`src/rtl/mnacidpro_valve_seq_if.sv`:
```
// -----------------------------------------------------------------------------
// mnacidpro_valve_seq_if
// Command channel between host command logic and the valve sequencer.
//   cmd_valid     host -> seq   command present
//   cmd_ready     seq  -> host  command accepted when cmd_valid & cmd_ready
//   cmd_open      host -> seq   route mask, bit i-1 = 1 opens valve vi
//   cmd_pump_n    host -> seq   pump cycles to run (0 = no pumping)
//   cmd_pump_rev  host -> seq   1 = reverse pump direction
// Modports: master (host side), slave (sequencer side).
// -----------------------------------------------------------------------------
interface mnacidpro_valve_seq_if #(
   parameter int unsigned CNT_W = 16
);
   logic             cmd_valid;
   logic             cmd_ready;
   logic [12:0]      cmd_open;
   logic [CNT_W-1:0] cmd_pump_n;
   logic             cmd_pump_rev;

   modport master (
      output cmd_valid, cmd_open, cmd_pump_n, cmd_pump_rev,
      input  cmd_ready
   );

   modport slave (
      input  cmd_valid, cmd_open, cmd_pump_n, cmd_pump_rev,
      output cmd_ready
   );
endinterface

```
`src/rtl/mnacidpro_valve_seq.sv`:
```
// -----------------------------------------------------------------------------
// mnacidpro_valve_seq
// Clocked sequencer for the mnacidpro valve network. Runs one transfer at a
// time: OPEN (route valves open, settle) -> PUMP (6-phase peristaltic ring,
// N cycles) -> CLOSE (everything pressurised, settle) -> DONE (1-cycle pulse).
//
// Parameters:
//   SETTLE_CYC  cycles held in OPEN and in CLOSE (>=1)
//   PHASE_CYC   cycles per pump phase (>=1)
//   CNT_W       width of the pump-cycle count
// Ports:
//   clk, rst      clock, synchronous active-high reset
//   cmd           command channel (slave modport of mnacidpro_valve_seq_if)
//   abort         terminate the active transfer (OPEN/PUMP only)
//   valve_c[12:0] bit i-1 drives ci; 1 = pressurised/closed
//   pump_p[2:0]   {p3,p2,p1}; 1 = closed
//   busy          state != IDLE
//   done          1-cycle pulse at end of transfer
//   done_aborted  qualified by done; transfer ended by abort/interlock
// Build option:
//   MNACIDPRO_INTERLOCK_EN  reject masks opening >1 of v1..v3 or both v12,v13;
//                           such a command completes the handshake and goes
//                           straight to DONE with done_aborted = 1.
// -----------------------------------------------------------------------------
module mnacidpro_valve_seq #(
   parameter int unsigned SETTLE_CYC = 16,
   parameter int unsigned PHASE_CYC  = 32,
   parameter int unsigned CNT_W      = 16
) (
   input  logic                   clk,
   input  logic                   rst,
   mnacidpro_valve_seq_if.slave   cmd,
   input  logic                   abort,
   output logic [12:0]            valve_c,
   output logic [2:0]             pump_p,
   output logic                   busy,
   output logic                   done,
   output logic                   done_aborted
);

   localparam int unsigned TMAX = (SETTLE_CYC > PHASE_CYC) ? SETTLE_CYC : PHASE_CYC;
   localparam int unsigned TW   = (TMAX > 1) ? $clog2(TMAX) : 1;

   typedef enum logic [2:0] {
      IDLE,
      OPEN,
      PUMP,
      CLOSE,
      DONE
   } state_t;

   state_t           state;
   logic [TW-1:0]    tcnt;        // cycles spent in the current OPEN/CLOSE/phase
   logic [2:0]       ph;          // current pump phase S0..S5
   logic [CNT_W-1:0] cyc_left;    // pump cycles still to run, including current
   logic             rev;
   logic             aborted;

   logic             cmd_illegal;
   logic [2:0]       ph_next;
   logic             ph_wrap;
   logic             settle_end;
   logic             phase_end;

   function automatic logic [2:0] phase_pat(input logic [2:0] p);
      case (p)
         3'd0:    phase_pat = 3'b110;
         3'd1:    phase_pat = 3'b100;
         3'd2:    phase_pat = 3'b101;
         3'd3:    phase_pat = 3'b001;
         3'd4:    phase_pat = 3'b011;
         3'd5:    phase_pat = 3'b010;
         default: phase_pat = 3'b111;
      endcase
   endfunction

`ifdef MNACIDPRO_INTERLOCK_EN
   assign cmd_illegal = ($countones(cmd.cmd_open[2:0]) > 1) ||
                        (cmd.cmd_open[11] && cmd.cmd_open[12]);
`else
   assign cmd_illegal = 1'b0;
`endif

   assign cmd.cmd_ready = (state == IDLE) && !abort;

   assign settle_end = (tcnt == TW'(SETTLE_CYC - 1));
   assign phase_end  = (tcnt == TW'(PHASE_CYC - 1));

   // Ring stepping: a pump cycle completes on the step back into S0,
   // which comes from S5 going forward and from S1 going in reverse.
   always_comb begin
      ph_next = ph;
      ph_wrap = 1'b0;
      if (rev) begin
         ph_next = (ph == 3'd0) ? 3'd5 : ph - 3'd1;
         ph_wrap = (ph == 3'd1);
      end else begin
         ph_next = (ph == 3'd5) ? 3'd0 : ph + 3'd1;
         ph_wrap = (ph == 3'd5);
      end
   end

   always_ff @(posedge clk) begin
      if (rst) begin
         state        <= IDLE;
         tcnt         <= '0;
         ph           <= '0;
         cyc_left     <= '0;
         rev          <= 1'b0;
         aborted      <= 1'b0;
         valve_c      <= '1;
         pump_p       <= '1;
         busy         <= 1'b0;
         done         <= 1'b0;
         done_aborted <= 1'b0;
      end else begin
         done         <= 1'b0;
         done_aborted <= 1'b0;

         case (state)
            IDLE: begin
               if (cmd.cmd_valid && !abort) begin
                  tcnt     <= '0;
                  ph       <= '0;
                  cyc_left <= cmd.cmd_pump_n;
                  rev      <= cmd.cmd_pump_rev;
                  busy     <= 1'b1;
                  if (cmd_illegal) begin
                     // Rejected route: valves never move, report as aborted.
                     state        <= DONE;
                     aborted      <= 1'b1;
                     done         <= 1'b1;
                     done_aborted <= 1'b1;
                  end else begin
                     state   <= OPEN;
                     aborted <= 1'b0;
                     valve_c <= ~cmd.cmd_open;
                     pump_p  <= '1;
                  end
               end
            end

            OPEN: begin
               if (abort) begin
                  state   <= CLOSE;
                  aborted <= 1'b1;
                  tcnt    <= '0;
                  valve_c <= '1;
                  pump_p  <= '1;
               end else if (settle_end) begin
                  tcnt <= '0;
                  if (cyc_left != '0) begin
                     state  <= PUMP;
                     ph     <= 3'd0;
                     pump_p <= phase_pat(3'd0);
                  end else begin
                     state   <= CLOSE;
                     valve_c <= '1;
                     pump_p  <= '1;
                  end
               end else begin
                  tcnt <= tcnt + TW'(1);
               end
            end

            PUMP: begin
               if (abort) begin
                  state   <= CLOSE;
                  aborted <= 1'b1;
                  tcnt    <= '0;
                  valve_c <= '1;
                  pump_p  <= '1;
               end else if (phase_end) begin
                  tcnt <= '0;
                  // Terminal compare on the last cycle avoids decrementing
                  // past zero, so an all-ones count runs in full.
                  if (ph_wrap && (cyc_left == CNT_W'(1))) begin
                     state   <= CLOSE;
                     valve_c <= '1;
                     pump_p  <= '1;
                  end else begin
                     if (ph_wrap)
                        cyc_left <= cyc_left - CNT_W'(1);
                     ph     <= ph_next;
                     pump_p <= phase_pat(ph_next);
                  end
               end else begin
                  tcnt <= tcnt + TW'(1);
               end
            end

            CLOSE: begin
               if (settle_end) begin
                  state        <= DONE;
                  tcnt         <= '0;
                  done         <= 1'b1;
                  done_aborted <= aborted;
               end else begin
                  tcnt <= tcnt + TW'(1);
               end
            end

            DONE: begin
               state <= IDLE;
               busy  <= 1'b0;
            end

            default: begin
               state   <= IDLE;
               busy    <= 1'b0;
               valve_c <= '1;
               pump_p  <= '1;
            end
         endcase
      end
   end

endmodule

```
`src/flat_wrapper.sv`:
```
// flat-port wrapper written by rule: the top's interface ports become plain ports
module mnacidpro_valve_seq_flat 
#(
   parameter int unsigned SETTLE_CYC = 16,
   parameter int unsigned PHASE_CYC  = 32,
   parameter int unsigned CNT_W      = 16
)
  (clk, rst, abort, valve_c, pump_p, busy, done, done_aborted, cmd_cmd_valid, cmd_cmd_open, cmd_cmd_pump_n, cmd_cmd_pump_rev, cmd_cmd_ready);
  mnacidpro_valve_seq_if #(.CNT_W(CNT_W)) cmd_i ();
  input  logic clk;
  input  logic rst;
  input  logic abort;
  output logic [12:0] valve_c;
  output logic [2:0] pump_p;
  output logic busy;
  output logic done;
  output logic done_aborted;
  input wire logic [$bits(cmd_i.cmd_valid)-1:0] cmd_cmd_valid;
  input wire logic [$bits(cmd_i.cmd_open)-1:0] cmd_cmd_open;
  input wire logic [$bits(cmd_i.cmd_pump_n)-1:0] cmd_cmd_pump_n;
  input wire logic [$bits(cmd_i.cmd_pump_rev)-1:0] cmd_cmd_pump_rev;
  output wire logic [$bits(cmd_i.cmd_ready)-1:0] cmd_cmd_ready;
  assign cmd_i.cmd_valid = cmd_cmd_valid;
  assign cmd_i.cmd_open = cmd_cmd_open;
  assign cmd_i.cmd_pump_n = cmd_cmd_pump_n;
  assign cmd_i.cmd_pump_rev = cmd_cmd_pump_rev;
  assign cmd_cmd_ready = cmd_i.cmd_ready;
  mnacidpro_valve_seq #(.SETTLE_CYC(SETTLE_CYC), .PHASE_CYC(PHASE_CYC), .CNT_W(CNT_W)) u_core (.clk(clk), .rst(rst), .cmd(cmd_i), .abort(abort), .valve_c(valve_c), .pump_p(pump_p), .busy(busy), .done(done), .done_aborted(done_aborted));
endmodule
```
`config.mk`:
```
export PLATFORM = sky130hd
export DESIGN_NAME = mnacidpro_valve_seq_flat
export DESIGN_NICKNAME = d
export VERILOG_FILES = /design/src/rtl/mnacidpro_valve_seq_if.sv /design/src/rtl/mnacidpro_valve_seq.sv /design/src/flat_wrapper.sv
export SDC_FILE = /design/constraint.sdc
export NUM_CORES = 1
export LEC_CHECK = 0
export CELL_PAD_IN_SITES_DETAIL_PLACEMENT = 0
export CELL_PAD_IN_SITES_GLOBAL_PLACEMENT = 1
export CORE_MARGIN = 1.5
export CORE_UTILIZATION = 30
export DETAILED_ROUTE_END_ITERATION = 7
export PLACE_DENSITY_LB_ADDON = 0.08
export SKIP_CTS_REPAIR_TIMING = 1
export SYNTH_ARGS = -nofsm -noshare
export SYNTH_HDL_FRONTEND = slang
export SYNTH_SLANG_ARGS = --single-unit
```
`constraint.sdc`:
```
create_clock -name clk -period 4 [get_ports clk]
set_clock_uncertainty 0.15 [all_clocks]
set_input_delay 0.8 -clock clk [delete_from_list [all_inputs] [get_ports clk]]
set_output_delay 0.8 -clock clk [all_outputs]
set_load 0.02 [all_outputs]
```
==> impl_metrics.toml, run 1 <==
[setup_path]
crit_arrival_ps = 2210
worstReg2RegStart = "u_core.tcnt[0]"
crit_type = "primary input to output pin"
startpoint = "abort"
cp_cell_sequence = "clkdlybuf4s50_1 -> buf_4 -> nor2_1 -> clkdlybuf4s50_1"
crit_path_start_kind = "primary input"
required_ps = 3050
crit_slowest_cell = "clkdlybuf4s50_1"
crit_top_cell = "clkdlybuf4s50_1"
worst_path_largest_cell_delay_ps = 630
cp_top_family = "buffers and inverters"
crit_fanout = 12
critPathBufInv = 3
cp-end-kind = "output pin"

[floorplanning]
fp.coreArea_mm2 = 0.00986
fp.dieH_um = 104
io_pins = 54
die-area_mm2 = 0.0108
die_x_um = 104
initial_core_util = 0.311
rows = 36

[yosys]
synth_seq_cells = 48
syn_area_per_cell_um2 = 8.31
yosysWarnings = 0
yosysSeqAreaShare = 0.313
synth_top_cell_area_share = 0.313
synth_edf_count = 0
ys.flop_type = "dfxtp_1"
ys_types = 65
syn_area_mm2 = 0.00307
async_reset_ff_frac = 0
yosysTopAreaCell = "dfxtp_1"
synth_area_leaders = "dfxtp_1 (31%), nor2_1 (5.5%), mux2i_1 (4.6%)"
syn_nets = 410
syn_inst = 369

[sta]
slew_violations = 0
min_period_over_period = 0.789
setup_ws_ps = 843
fmax_mhz = 317
fin_setup_tns_ps = 0
hold_viol = 0
slew_headroom = 0.544
worstMarginPinSlew_ps = 683
min_period_ps = 3160
setup_viol = 0
rsz0062_at_grt = "false"

[route]
ant_nets = 0
first_pass_iters = 4
drcViolationCount = 0
drt_iter0_drc = 132
vias_per_cell = 5.30
postRouteWirelength_mm = 8.71
wl_per_cell_um = 16.0
vias = 2876

[power_and_ir_drop]
p_sw_frac = 0.349
p_int_w = 0.000934
power.leakage_nw = 1.46
powerDensity_mw_per_mm2 = 377
p_switching_w = 0.000501
p_comb_frac = 0.338
pwr-share-clk = 0.269
vdd_drop_max_v = 0.000197
p_seq_frac = 0.394

[final_layout]
stdcell_count = 543
post-route-util = 0.385
seq_area_um2 = 961
drive_gt1_frac = 0.110
area_growth_pct = 24.0
n_fill_cell = 1039
multiInputGateArea_mm2 = 0.00191
antenna_cells = 0
nets = 450

[place]
gp_congestion = 0.740
post-place-cells = 535
place_ws_ps = 715
place_hpwl_mm = 6.01
io_buffers = 53

[cts]
h-tree-depth = 2
cts_buffer_depth = 2
clockRootBuffer = "clkbuf_8"
cts_tree = "yes"
cts_buffers = 5
worstSkewPairLatency_ps = 310
cts.sinks = 48
clk_pin_slew_worst_paths_ps = 90

[global_route]
grt_pass1_wl_mm = 14.8
antenna_found_initial = 0
grt_max_degree = 33
grt_overflow = 0
grt_usage = 0.166
grt_pass1_vias = 2928

[run_status]
status = "finished, final reports clean"

[worst_hold_path]
min_from = "u_core.tcnt[3]"
hp-class = "flop to flop"

[run]
maxCapViolCount = 0
## cell usage after synthesis, drive strengths merged (5+ instances only)
library cell,n
clkbuf,22
a31oi,6
and3,17
nor4,10
mux2i,14
nor3,15
nor2,45
a21oi,21
o21ai,10
buf,8
o311ai,13
ha,7
dfxtp,48
a211oi,6
and2,5
nand3,12
o31ai,14
nand2,26
nor3b,5
inv,11
## final timing paths
path | depth (start not counted) | endpoint | slack [ps]
max | 4 | cmd_cmd_ready | 840
min | 1 | u_core.tcnt[3] | 330
max reg2reg | 8 | u_core.cyc_left[15] | 1340
min reg2reg | 1 | u_core.tcnt[3] | 330
## registers in the layout, summed over array words and instances, names as in the netlist
name / cells
u_core.cyc_left: 16
u_core.valve_c: 13
u_core.tcnt: 5
u_core.ph: 3
u_core.pump_p: 3
u_core.state: 3
u_core.aborted: 1
u_core.busy: 1
u_core.done: 1
u_core.done_aborted: 1
u_core.rev: 1
## cell families after synthesis
group	Yosys count	synth area share
fa+ha+maj	7	0.0286
simple gates	158	0.291
mux	14	0.0457
compound gates	98	0.249
flops	48	0.313
xor+xnor	3	0.00857
buf+inv	41	0.0629
## cell usage in the layout (no fill, tap or decap), types with 4 or more instances in the layout
cell type and count:
o21ai_0 9, nand3_1 11, o31ai_2 10, nor2_1 45
a31oi_1 6, buf_4 10, nor3b_1 5, ha_1 7
o21a_1 4, nor3_1 15, o311ai_0 5, clkbuf_8 6
o311ai_1 8, a21oi_1 21, and3_1 17, inv_1 10
nand4_1 4, and2_1 5, mux2i_1 14, clkdlybuf4s50_1 52
dfxtp_1 48, a211oi_1 4, nand2_1 23, nor4_1 6
## power groups by stage
stage / logic, W / registers [W] / clock network [W]
after floorplan: 0.000315 / 0.000581 / 0
after global placement: 0.000488 / 0.000575 / 0
after detailed placement: 0.000488 / 0.000574 / 0
after CTS: 0.000490 / 0.000564 / 0.000401
after global routing: 0.000537 / 0.000573 / 0.000417
final: 0.000484 / 0.000565 / 0.000385
## cell type report
| type | count | share of cell area |
|---|---|---|
| Inverter | 11 | 0.0109 |
| Timing Repair Buffer | 63 | 0.158 |
| Multi-Input combinational cell | 280 | 0.503 |
| Clock inverter | 2 | 0.0102 |
| Clock buffer | 6 | 0.0217 |
| Sequential cell | 48 | 0.253 |
| Tap cell | 133 | 0.0438 |
## layer usage
layer	routed length (um)	global-route usage	up-vias
li1	-	-	1460
met1	4370	0.225	1365
met2	3900	0.267	49
met3	396	0.0401	2
met4	38	0.0357	0
met5	0	0	-
## through the flow
step | total power [W] | hold WS (ps) | cell area (um^2)
6_report | 0.00143 | 330 | 3800
5_1_grt | 0.00153 | 362 | 3800
4_1_cts | 0.00146 | 335 | 3800
3_5_place_dp | 0.00106 | 316 | 3680
3_3_place_gp | 0.00106 | 314 | 3680
2_1_floorplan | 0.000897 | 281 | 3070
No activity file was read; power rests on OpenSTA's default activity.
==> run 2, diff against run 1 <==
clock period = 3 ns   (was 4 ns; I/O delays follow)
==> impl_metrics.toml, run 2 (synthesis results as in run 1) <==
[setup_path]
crit_fanout = 12
crit_arrival_ps = 2010
cp-end-kind = "output pin"
required_ps = 2250
crit_type = "primary input to output pin"
crit_slowest_cell = "clkdlybuf4s50_1"
worst_path_largest_cell_delay_ps = 630
crit_path_start_kind = "primary input"
cp_cell_sequence = "clkdlybuf4s50_1 -> buf_4 -> nor2_1 -> clkdlybuf4s50_1"
critPathBufInv = 3
cp_top_family = "buffers and inverters"
crit_top_cell = "clkdlybuf4s50_1"

[route]
wl_per_cell_um = 15.7
drcViolationCount = 0
first_pass_iters = 4
vias = 2894
ant_nets = 0
vias_per_cell = 5.23
postRouteWirelength_mm = 8.68
drt_iter0_drc = 116

[global_route]
grt_pass1_vias = 2795
grt_pass1_wl_mm = 14.5
grt_usage = 0.162
grt_overflow = 0
grt_max_degree = 32
antenna_found_initial = 0

[final_layout]
post-route-util = 0.393
largest_reg_flops = 16
top_register = "u_core.cyc_left"
antenna_cells = 0
multiInputGateArea_mm2 = 0.00191
stdcell_count = 553
nets = 460
drive_gt1_frac = 0.131
area_growth_pct = 26.5
finalInstanceArea_mm2 = 0.00388
final_common_cell = "clkdlybuf4s50_1"
n_fill_cell = 1010
reg_top3 = "u_core.cyc_left x16, u_core.valve_c x13, u_core.tcnt x5"
seq_area_um2 = 961
layout_common_cells = "clkdlybuf4s50_1 (52), dfxtp_1 (48), nor2_1 (45)"

[floorplanning]
die_x_um = 104
rows = 36
fp.coreArea_mm2 = 0.00986
io_pins = 54
fp.dieH_um = 104
die-area_mm2 = 0.0108
initial_core_util = 0.311

[cts]
cts_buffer_depth = 2
cts_buffers = 5
cts_tree = "yes"
clockRootBuffer = "clkbuf_8"
h-tree-depth = 2
cts.sinks = 48
clk_pin_slew_worst_paths_ps = 90
worstSkewPairLatency_ps = 310

[sta]
hold_viol = 0
worstMarginPinSlew_ps = 683
slew_headroom = 0.544
rsz0062_at_grt = "false"
slew_violations = 0
fin_setup_tns_ps = 0
setup_viol = 0
fmax_mhz = 362
fin_hold_ws_ps = 323
min_period_over_period = 0.921
min_period_ps = 2760

[place]
post-place-cells = 545
gp_congestion = 0.782
dpl_cell_area_mm2 = 0.00376
io_buffers = 53
place_hpwl_mm = 5.90

[worst_hold_path]
hp-class = "flop to flop"

[run_status]
status = "finished, final reports clean"

[power_and_ir_drop]
vdd_drop_max_v = 0.000233
power.leakage_nw = 1.51
powerDensity_mw_per_mm2 = 497

[run]
maxCapViolCount = 0
-- run 2: cell types whose count changed in the layout (fill, tap and decap cells not counted) --
cell   before  now
buf_4      10   20
-- run 2: final cells by class --
cell class	count	share of cell area
flip-flops and latches	48	0.248
clock inverters	2	0.0100
multi-input cells	280	0.493
inverters	11	0.0106
well taps	133	0.0429
repair buffers	73	0.174
clock buffers	6	0.0213
-- run 2: layer usage --
| layer | track usage | part of all wire | up-vias | routed length, um |
|---|---|---|---|---|
| met5 | 0 | 0 | - | 0 |
| met4 | 0.0446 | 0.012 | 0 | 108 |
| met3 | 0.0382 | 0.049 | 10 | 423 |
| met2 | 0.241 | 0.43 | 63 | 3740 |
| met1 | 0.233 | 0.51 | 1342 | 4410 |
| li1 | - | - | 1479 | - |
-- run 2: worst reg2reg max path, stage by stage, from the launching register on --
cell	delay (ps)
dfxtp_1	390
ha_1	200
and3_1	220
ha_1	210
nand2_1	80
a211oi_2	220
buf_4	170
nand2_2	210
o311ai_0	470
o31ai_2	120
-- run 2: final timing paths --
path / startpoint / end / slack (ps) / depth (start not counted)
hold / removal: u_core.aborted / u_core.done_aborted / 320 / 1
hold reg to reg: u_core.aborted / u_core.done_aborted / 320 / 1
setup / recovery: abort / cmd_cmd_ready / 240 / 4
setup reg to reg: u_core.tcnt[0] / u_core.cyc_left[2] / 450 / 9
-- run 2: power by group --
group	switching [W]	internal (W)	leakage, nW
Combinational	0.000381	0.000289	1.06
Sequential	0.0000524	0.000692	0.391
Clock	0.000239	0.000273	0.0614
Total	0.000672	0.00125	1.51
-- run 2: through the flow --
step | setup slack [ps] | total power (W)
after floorplan | 735 | 0.00120
after global placement | 109 | 0.00143
after detailed placement | 82.7 | 0.00143
after CTS | 241 | 0.00195
after global routing | 193 | 0.00204
final | 238 | 0.00193
==> run 3, diff against run 2 <==
==> constraint.sdc (replaced) <==
create_clock -name clk -period 3 [get_ports clk]
set_clock_uncertainty 0.15 [all_clocks]
set_input_delay 0.45 -clock clk [delete_from_list [all_inputs] [get_ports clk]]
set_output_delay 0.45 -clock clk [all_outputs]
set_load 0.02 [all_outputs]
==> impl_metrics.toml, run 3 (synthesis results as in run 1) <==
[sta]
setup_viol = 0
slew_violations = 0
fin_setup_tns_ps = 0
min_period_ps = 2660
worstMarginPinSlew_ps = 723
rsz0062_at_grt = "false"
hold_viol = 0
min_period_over_period = 0.886
slew_headroom = 0.517
fmax_mhz = 376

[final_layout]
nets = 456
antenna_cells = 0
drive_gt1_frac = 0.120
area_growth_pct = 24.6
multiInputGateArea_mm2 = 0.00191
n_fill_cell = 1008
largest_reg_flops = 16
layout_common_cells = "clkdlybuf4s50_1 (52), dfxtp_1 (48), nor2_1 (45)"
final_common_cell = "clkdlybuf4s50_1"
seq_area_um2 = 961
top_register = "u_core.cyc_left"
reg_top3 = "u_core.cyc_left x16, u_core.valve_c x13, u_core.tcnt x5"
post-route-util = 0.387

[setup_path]
crit_path_start_kind = "flop"
required_ps = 2400
crit_type = "flop to output pin"
rr_worst_depth = 9
crit_arrival_ps = 2060
r2r-end = "u_core.cyc_left[15]"
cp-end-kind = "output pin"
worstReg2RegStart = "u_core.tcnt[0]"
crit_fanout = 19
reg2reg_setup_slack_ps = 500

[route]
ant_nets = 0
drcViolationCount = 0
first_pass_iters = 4
wl_per_cell_um = 15.5
vias = 2889
vias_per_cell = 5.26
postRouteWirelength_mm = 8.53
drt_iter0_drc = 93

[cts]
cts_buffer_depth = 2
cts_tree = "yes"
clockRootBuffer = "clkbuf_8"
cts.sinks = 48
h-tree-depth = 2
clk_pin_slew_worst_paths_ps = 90
cts_buffers = 5
worstSkewPairLatency_ps = 300

[worst_hold_path]
holdPathStages = 1
hold_path_end = "u_core.tcnt[3]"
hp-class = "flop to flop"
min_from = "u_core.tcnt[3]"

[floorplanning]
fp.dieH_um = 104
initial_core_util = 0.311
die-area_mm2 = 0.0108
io_pins = 54
fp.coreArea_mm2 = 0.00986
rows = 36
die_x_um = 104

[global_route]
grt_overflow = 0
met1_usage = 0.224
grt_pass1_vias = 2832
antenna_found_initial = 0
grt_pass1_wl_mm = 14.4
grt_max_degree = 32
use_met2 = 0.250
grt_usage = 0.160
grt_busiest_layer = "met2"
grt_util_met3 = 0.0357

[power_and_ir_drop]
powerDensity_mw_per_mm2 = 477
vdd_drop_max_v = 0.000206
power.leakage_nw = 1.47

[place]
gp_congestion = 0.802
io_buffers = 53
place_hpwl_mm = 5.88

[run]
maxCapViolCount = 0

[run_status]
status = "finished, final reports clean"
## run 3: report_power, final
| group | switching [W] | total [W] | leakage [nW] | internal (W) |
|---|---|---|---|---|
| combinational | 0.000366 | 0.000650 | 1.04 | 0.000284 |
| sequential | 0.0000610 | 0.000753 | 0.391 | 0.000692 |
| clock | 0.000231 | 0.000419 | 0.0445 | 0.000188 |
## run 3: worst max-delay path by stage
stage                    start  depth (start not counted)  slack (ps)                   to
2_1_floorplan   u_core.tcnt[0]                          9         770   u_core.cyc_left[3]
3_3_place_gp     cmd_cmd_valid                          7         280   u_core.cyc_left[2]
3_5_place_dp     cmd_cmd_valid                          7         250  u_core.cyc_left[15]
4_1_cts        u_core.state[2]                          3         300        cmd_cmd_ready
5_1_grt        u_core.state[2]                          3         200        cmd_cmd_ready
6_report       u_core.state[2]                          3         340        cmd_cmd_ready
## run 3: area by class of cell
class,instances,share of cell area
well taps,133,0.0436
flip-flops and latches,48,0.252
multi-input cells,280,0.500
clock buffers,7,0.0226
inverters,11,0.0108
clock inverters,1,0.00197
repair buffers,69,0.169
## run 3: per-layer routing
metal  up-vias  share of wire  routed length (um)
met2        63           0.45                3810
li1       1471              -                   -
met1      1351           0.50                4250
met5         -              0                   0
met4         0         0.0070                  60
met3         4          0.049                 418
## run 3: per-stage QoR
stage | power (W) | cells | setup WS (ps) | hold WS (ps) | cell area (um^2)
6_report | 0.00182 | 549 | 343 | 321 | 3820
3_5_place_dp | 0.00142 | 541 | 253 | 316 | 3730
4_1_cts | 0.00184 | 549 | 300 | 329 | 3820
5_1_grt | 0.00195 | 549 | 205 | 361 | 3820
2_1_floorplan | 0.00120 | 369 | 770 | 281 | 3070
3_3_place_gp | 0.00142 | 541 | 276 | 311 | 3730
## run 3: critical path, stage by stage, from the launching register on
cell and delay [ps]:
dfxtp_1 530, or3_1 470, nor2_1 140, clkdlybuf4s50_1 620
==> RTL change 1: new RTL, flow settings as in run 1 <==
Build with the macro `MNACIDPRO_INTERLOCK_EN` defined.
--- a/src/rtl/mnacidpro_valve_seq.sv
+++ b/src/rtl/mnacidpro_valve_seq.sv
@@ -24,2 +24,4 @@
 // -----------------------------------------------------------------------------
+`define MNACIDPRO_INTERLOCK_EN
+
 module mnacidpro_valve_seq #(
Check against the original RTL: not equivalent (Yosys sat finds a counterexample within 4 cycles, from zero or initial values and one cycle with rst high).
==> RTL change 1 against run 1 <==
- setup slack got worse by 0.30 ns
- non-clock buffer count shrank 4
- cell area is 2.8% lower
- utilization fell by 0.56 points
- combinational power shrank 13%
- sequential cell count did not move
- total power grew 2.6%
- wire length up 2.1%
- area after synthesis decreased by 2.0%
- critical endpoint unchanged
- largest cell class unchanged
==> RTL change 1: results (changes against run 1) <==
[status]
outcome = complete, no violations

[global_route]
antenna_found_initial = 0  ; unchanged
track_usage_pct = 17.20  ; +0.59 points
grt_pass1_wl_um = 14440  ; -2.7%
grt_max_degree = 39  ; +18%
grt_pass1_vias = 2758  ; -5.8%

[yosys]
yosysUniqueCellTypes = 71  ; +9.2%
synthArstFlopShare_pct = 0  ; unchanged
syn-num-nets = 406  ; -0.98%
ys.warnings.count = 0  ; unchanged
netlist_top_cells_count = 48 x dfxtp_1, 47 x nor2_1, 22 x a21oi_1
ys_seq_area_share_pct = 32.00  ; +0.65 points
synth_flop_cell = dfxtp_1
synthCells = 364  ; -1.4%
synth_area_leaders = dfxtp_1 32%, nor2_1 5.9%, a22oi_1 4.5%, a21oi_1 3.7%, o31ai_1 3.5%

[routing]
finalWirelength_um = 8888  ; +2.1%
dr.pass1.iters = 4  ; unchanged
wire_per_inst_um = 16.64  ; +3.8%
drtIter0Drc = 146  ; +11%
vias = 2944  ; +2.4%

[setup_path]
slowest_delay_ns = 0.68  ; +0.05 ns
r2r_setup_slack_ns = 1.15  ; -0.19 ns
crit_fanout = 6  ; -6
cp.arrival_ns = 2.51  ; +0.30 ns
slowest_stage = clkdlybuf4s50_1

[cells_and_area]
antennaDiodeCount = 0  ; unchanged
nets = 442  ; -1.8%
drive_gt1_share_pct = 6.983  ; -4.0 points
reg_top3 = u_core.cyc_left: 16 flops, u_core.valve_c: 13 flops, u_core.tcnt: 5 flops

[timing]
clock.fmax_mhz = 288.9  ; -8.8%
slew_violations = 0  ; unchanged
worstMarginPinSlew_ns = 1.081  ; +0.3980 ns

[placed_design]
pre_cts_slack_ns = 0.5304  ; -0.1847 ns
dpl.cell_count = 526  ; -1.7%
io_buffers = 53  ; unchanged
detailed_place_hpwl_um = 5996  ; -0.16%
place.gp.congestion = 0.7751  ; +4.7%

[clock_network]
clk_pin_slew_worst_paths_ns = 0.09  ; about the same
clockBufferDepth = 2  ; unchanged
cts_root_buffer = clkbuf_8
htree_num_levels = 2  ; unchanged
cts_made_buffers = 5  ; unchanged
insertion_delay_ns = 0.31  ; about the same

[hold_path]
hold_class = flop to flop

[power_and_ir_drop]
leakagePower_uw = 0.001309  ; -10%
vdd_ir_drop_max_v = 0.0001741  ; -12%

RTL change 1: cell count changes in the layout (fill, tap and decap cells not counted), sizes merged, moves of 5 or more:
| cell | before | now |
|---|---|---|
| a22oi | 3 | 18 |
| and3 | 17 | 4 |
| mux2i | 14 | 3 |
| nand2 | 26 | 19 |
| nand2b | 3 | 9 |
| buf | 11 | 6 |
RTL change 1: layer usage:
layer | global-route usage (%) | part of all wire (%) | up-vias | routed length, um
met4 | 4.262 | 1.1 | 0 | 95
met3 | 3.661 | 5.0 | 11 | 441
met2 | 25.61 | 43 | 70 | 3826
li1 | - | - | 1446 | -
met5 | 0 | 0 | - | 0
met1 | 25.13 | 51 | 1417 | 4525
RTL change 1: kinds of logic (layout without fill, tap and decap cells):
logic type      Yosys count  after routing  share of synthesized area, %
buf+inv                  41             78                         8.500
simple gates            143            143                         25.92
compound gates          119            119                         28.67
mux                       3              3                         1.000
flops                    48             48                         32.00
xor+xnor                  2              2                        0.5834
fa+ha+maj                 8              8                         3.333
RTL change 1: where the power goes:
part / leakage (uW) / switching (uW) / total [uW] / internal [uW]
clock: 0.0000784 / 178 / 491 / 313
sequential: 0.000391 / 44.9 / 559 / 515
combinational: 0.000840 / 255 / 421 / 166
total: 0.00131 / 479 / 1470 / 993
RTL change 1: cell type report:
type / instances / area, um^2
Timing Repair Buffer: 59 / 575.6
Fill cell: 1036 / 6033
Sequential cell: 48 / 960.9
Clock buffer: 5 / 68.82
Clock inverter: 3 / 90.09
Inverter: 11 / 41.29
Tap cell: 133 / 166.4
Multi-Input combinational cell: 275 / 1793
RTL change 1: critical path: cells and delay by family:
family / cells / cell delay [ns]
buffers and inverters: 2 / 1.10
AND/OR/NAND/NOR: 2 / 0.61
RTL change 1: path summary, 6_finish.rpt:
check / startpoint / endpoint / depth (start not counted)
min reg2reg: u_core.pump_p[1]$_SDFFE_PP1P_ / u_core.pump_p[1]$_SDFFE_PP1P_ / 1
max reg2reg: u_core.tcnt[0]$_SDFFE_PP0P_ / u_core.cyc_left[15]$_SDFFE_PP0P_ / 8
max: abort / cmd_cmd_ready / 4
min: u_core.pump_p[1]$_SDFFE_PP1P_ / u_core.pump_p[1]$_SDFFE_PP1P_ / 1
RTL change 1: per-stage QoR:
step,hold slack (ns),area [um^2]
2_1_floorplan,0.3107,3003
3_3_place_gp,0.3196,3537
3_5_place_dp,0.3222,3537
4_1_cts,0.3445,3696
5_1_grt,0.3635,3696
6_report,0.3329,3696
==> RTL change 2: new RTL, flow settings as in run 1 <==
Without the edit above. The 5 states of `state_t` get a Gray code encoding in 3 bits.
--- a/src/rtl/mnacidpro_valve_seq.sv
+++ b/src/rtl/mnacidpro_valve_seq.sv
@@ -44,7 +44,7 @@
    typedef enum logic [2:0] {
-      IDLE,
-      OPEN,
-      PUMP,
-      CLOSE,
-      DONE
+      IDLE  = 3'b000,
+      OPEN  = 3'b001,
+      PUMP  = 3'b011,
+      CLOSE = 3'b010,
+      DONE  = 3'b110
    } state_t;
Check against the original RTL: no difference found for any inputs over 10 cycles, from zero or initial values and one cycle with rst high; not proved beyond that.
==> RTL change 2 against run 1 <==
- cell area decreased by 4.7%
- critical path type unchanged
- sequential share of layout area increased by 1.3 points
- global-route usage decreased by 1.4 points
- wire length decreased by 13%
- sequential cell count unchanged
- largest cell class unchanged
- area after synthesis decreased by 5.6%
- setup slack got worse by 0.11 ns
Power is not compared: it rests on default switching activity, and its combinational part moved more than twofold at a synthesized area within 25%.
==> RTL change 2: results (changes against run 1) <==
[routing]
dr.pass1.iters = 5  ; +1
drtIter0Drc = 63  ; -52%
vias = 2641  ; -8.2%
finalWirelength_um = 7591  ; -13%

[clock_network]
htree_num_levels = 2  ; unchanged
insertion_delay_ns = 0.31  ; about the same
cts_root_buffer = clkbuf_8
clockBufferDepth = 2  ; unchanged
cts_made_buffers = 5  ; unchanged

[yosys]
yosysUniqueCellTypes = 62  ; -4.6%
netlist_top_cells_count = 48 x dfxtp_1, 39 x nor2_1, 26 x a21oi_1, 26 x nand2_1
ys_seq_area_share_pct = 33.19  ; +1.8 points
syn-num-nets = 394  ; -3.9%
synthArstFlopShare_pct = 0  ; unchanged
ys.warnings.count = 0  ; unchanged
synth_area_leaders = dfxtp_1 33%, mux2i_1 5.5%, nor2_1 5.1%, a21oi_1 4.5%, nand2_1 3.4%

[power_and_ir_drop]
vdd_ir_drop_max_v = 0.0002112
leakagePower_uw = 0.001359

[setup_path]
worst-r2r-cell-count = 8  ; unchanged
crit_fanout = 8  ; -4
r2r_setup_slack_ns = 1.22  ; -0.12 ns
cp.arrival_ns = 2.32  ; +0.11 ns
regToRegEndpoint = u_core.valve_c[12]$_SDFFE_PP1P_
r2r_start = u_core.tcnt[0]$_SDFFE_PP0P_

[global_route]
grt_pass1_vias = 2465  ; -16%
antenna_found_initial = 0  ; unchanged
grt_max_degree = 39  ; +18%
track_usage_pct = 15.24  ; -1.4 points
grt_pass1_wl_um = 12450  ; -16%

[cells_and_area]
fillers = 980  ; -5.7%
reg_top3 = u_core.cyc_left: 16 flops, u_core.valve_c: 13 flops, u_core.tcnt: 5 flops
drive_gt1_share_pct = 6.582  ; -4.4 points
antennaDiodeCount = 0  ; unchanged
nets = 435  ; -3.3%

[timing]
maxSlewHeadroom_pct = 50.62  ; -3.8 points
fin_hold_ws_ns = 0.3147  ; -0.01573 ns

[hold_path]
whs_endpoint = u_core.done_aborted$_SDFF_PP0_
hold_class = flop to flop
hp-start = u_core.aborted$_SDFFE_PP0P_
min_path_cells = 1  ; unchanged

[placed_design]
io_buffers = 53  ; unchanged
detailed_place_hpwl_um = 5346  ; -11%
place.gp.congestion = 0.7765  ; +4.9%

[status]
outcome = complete, no violations

==> RTL change 2: worst max-delay path by stage <==
stage                                    endpoint                        start  slack, ns
CTS                                 cmd_cmd_ready                        abort       0.72
global placement                    cmd_cmd_ready                        abort       0.75
detailed placement                  cmd_cmd_ready                        abort       0.73
global route                        cmd_cmd_ready                        abort       0.57
finish                              cmd_cmd_ready                        abort       0.73
floorplan           u_core.pump_p[2]$_SDFFE_PP1P_  u_core.tcnt[0]$_SDFFE_PP0P_       1.47
==> RTL change 2: cell families (layout without fill, tap and decap cells) <==
family	after synthesis	count (layout)	synth area share, %
simple gates	150	150	28.44
compound gates	92	92	22.34
flops	48	48	33.19
buf+inv	33	75	5.272
mux	17	17	5.920
fa+ha+maj	7	7	3.025
xor+xnor	6	6	1.815
==> RTL change 2: layout make-up <==
cell class                 count  area [um^2]  area share [%]
sequential                    48        960.9           26.53
tap                          129        161.4           4.456
inverter                       9        33.78          0.9326
clock inverter                 2        38.79           1.071
timing repair buffer          58        563.0           15.54
clock buffer                   6        82.58           2.280
multi-input combinational    272         1782           49.19
==> RTL change 2: metrics by stage <==
| step | cell area (um^2) | util [%] | std cells | worst slack, ns |
|---|---|---|---|---|
| after floorplan | 2895 | - | 353 | 1.465 |
| after global placement | 3501 | 37.71 | 516 | 0.7476 |
| after detailed placement | 3501 | 37.71 | 516 | 0.7312 |
| after CTS | 3622 | 39.02 | 524 | 0.7189 |
| after global routing | 3622 | 39.02 | 524 | 0.5739 |
| final | 3622 | 39.02 | 524 | 0.7309 |
==> RTL change 2: worst max-delay path, stage by stage <==
cell and delay [ns]:
clkdlybuf4s50_1 0.55, nor4_1 0.30, clkdlybuf4s50_1 0.67
==> RTL change 2: metal layers <==
| metal | routed length (um) | vias to the layer above | global-route usage [%] |
|---|---|---|---|
| li1 | - | 1368 | - |
| met1 | 4006 | 1229 | 22.28 |
| met2 | 3285 | 37 | 22.77 |
| met3 | 213 | 7 | 2.692 |
| met4 | 86 | 0 | 4.487 |
| met5 | 0 | - | 0 |
==> RTL change 2: report_power, final <==
part           total [uW]  internal [uW]  switching [uW]
clock network         385            205             180
registers             772            606             165
logic                1300            556             746
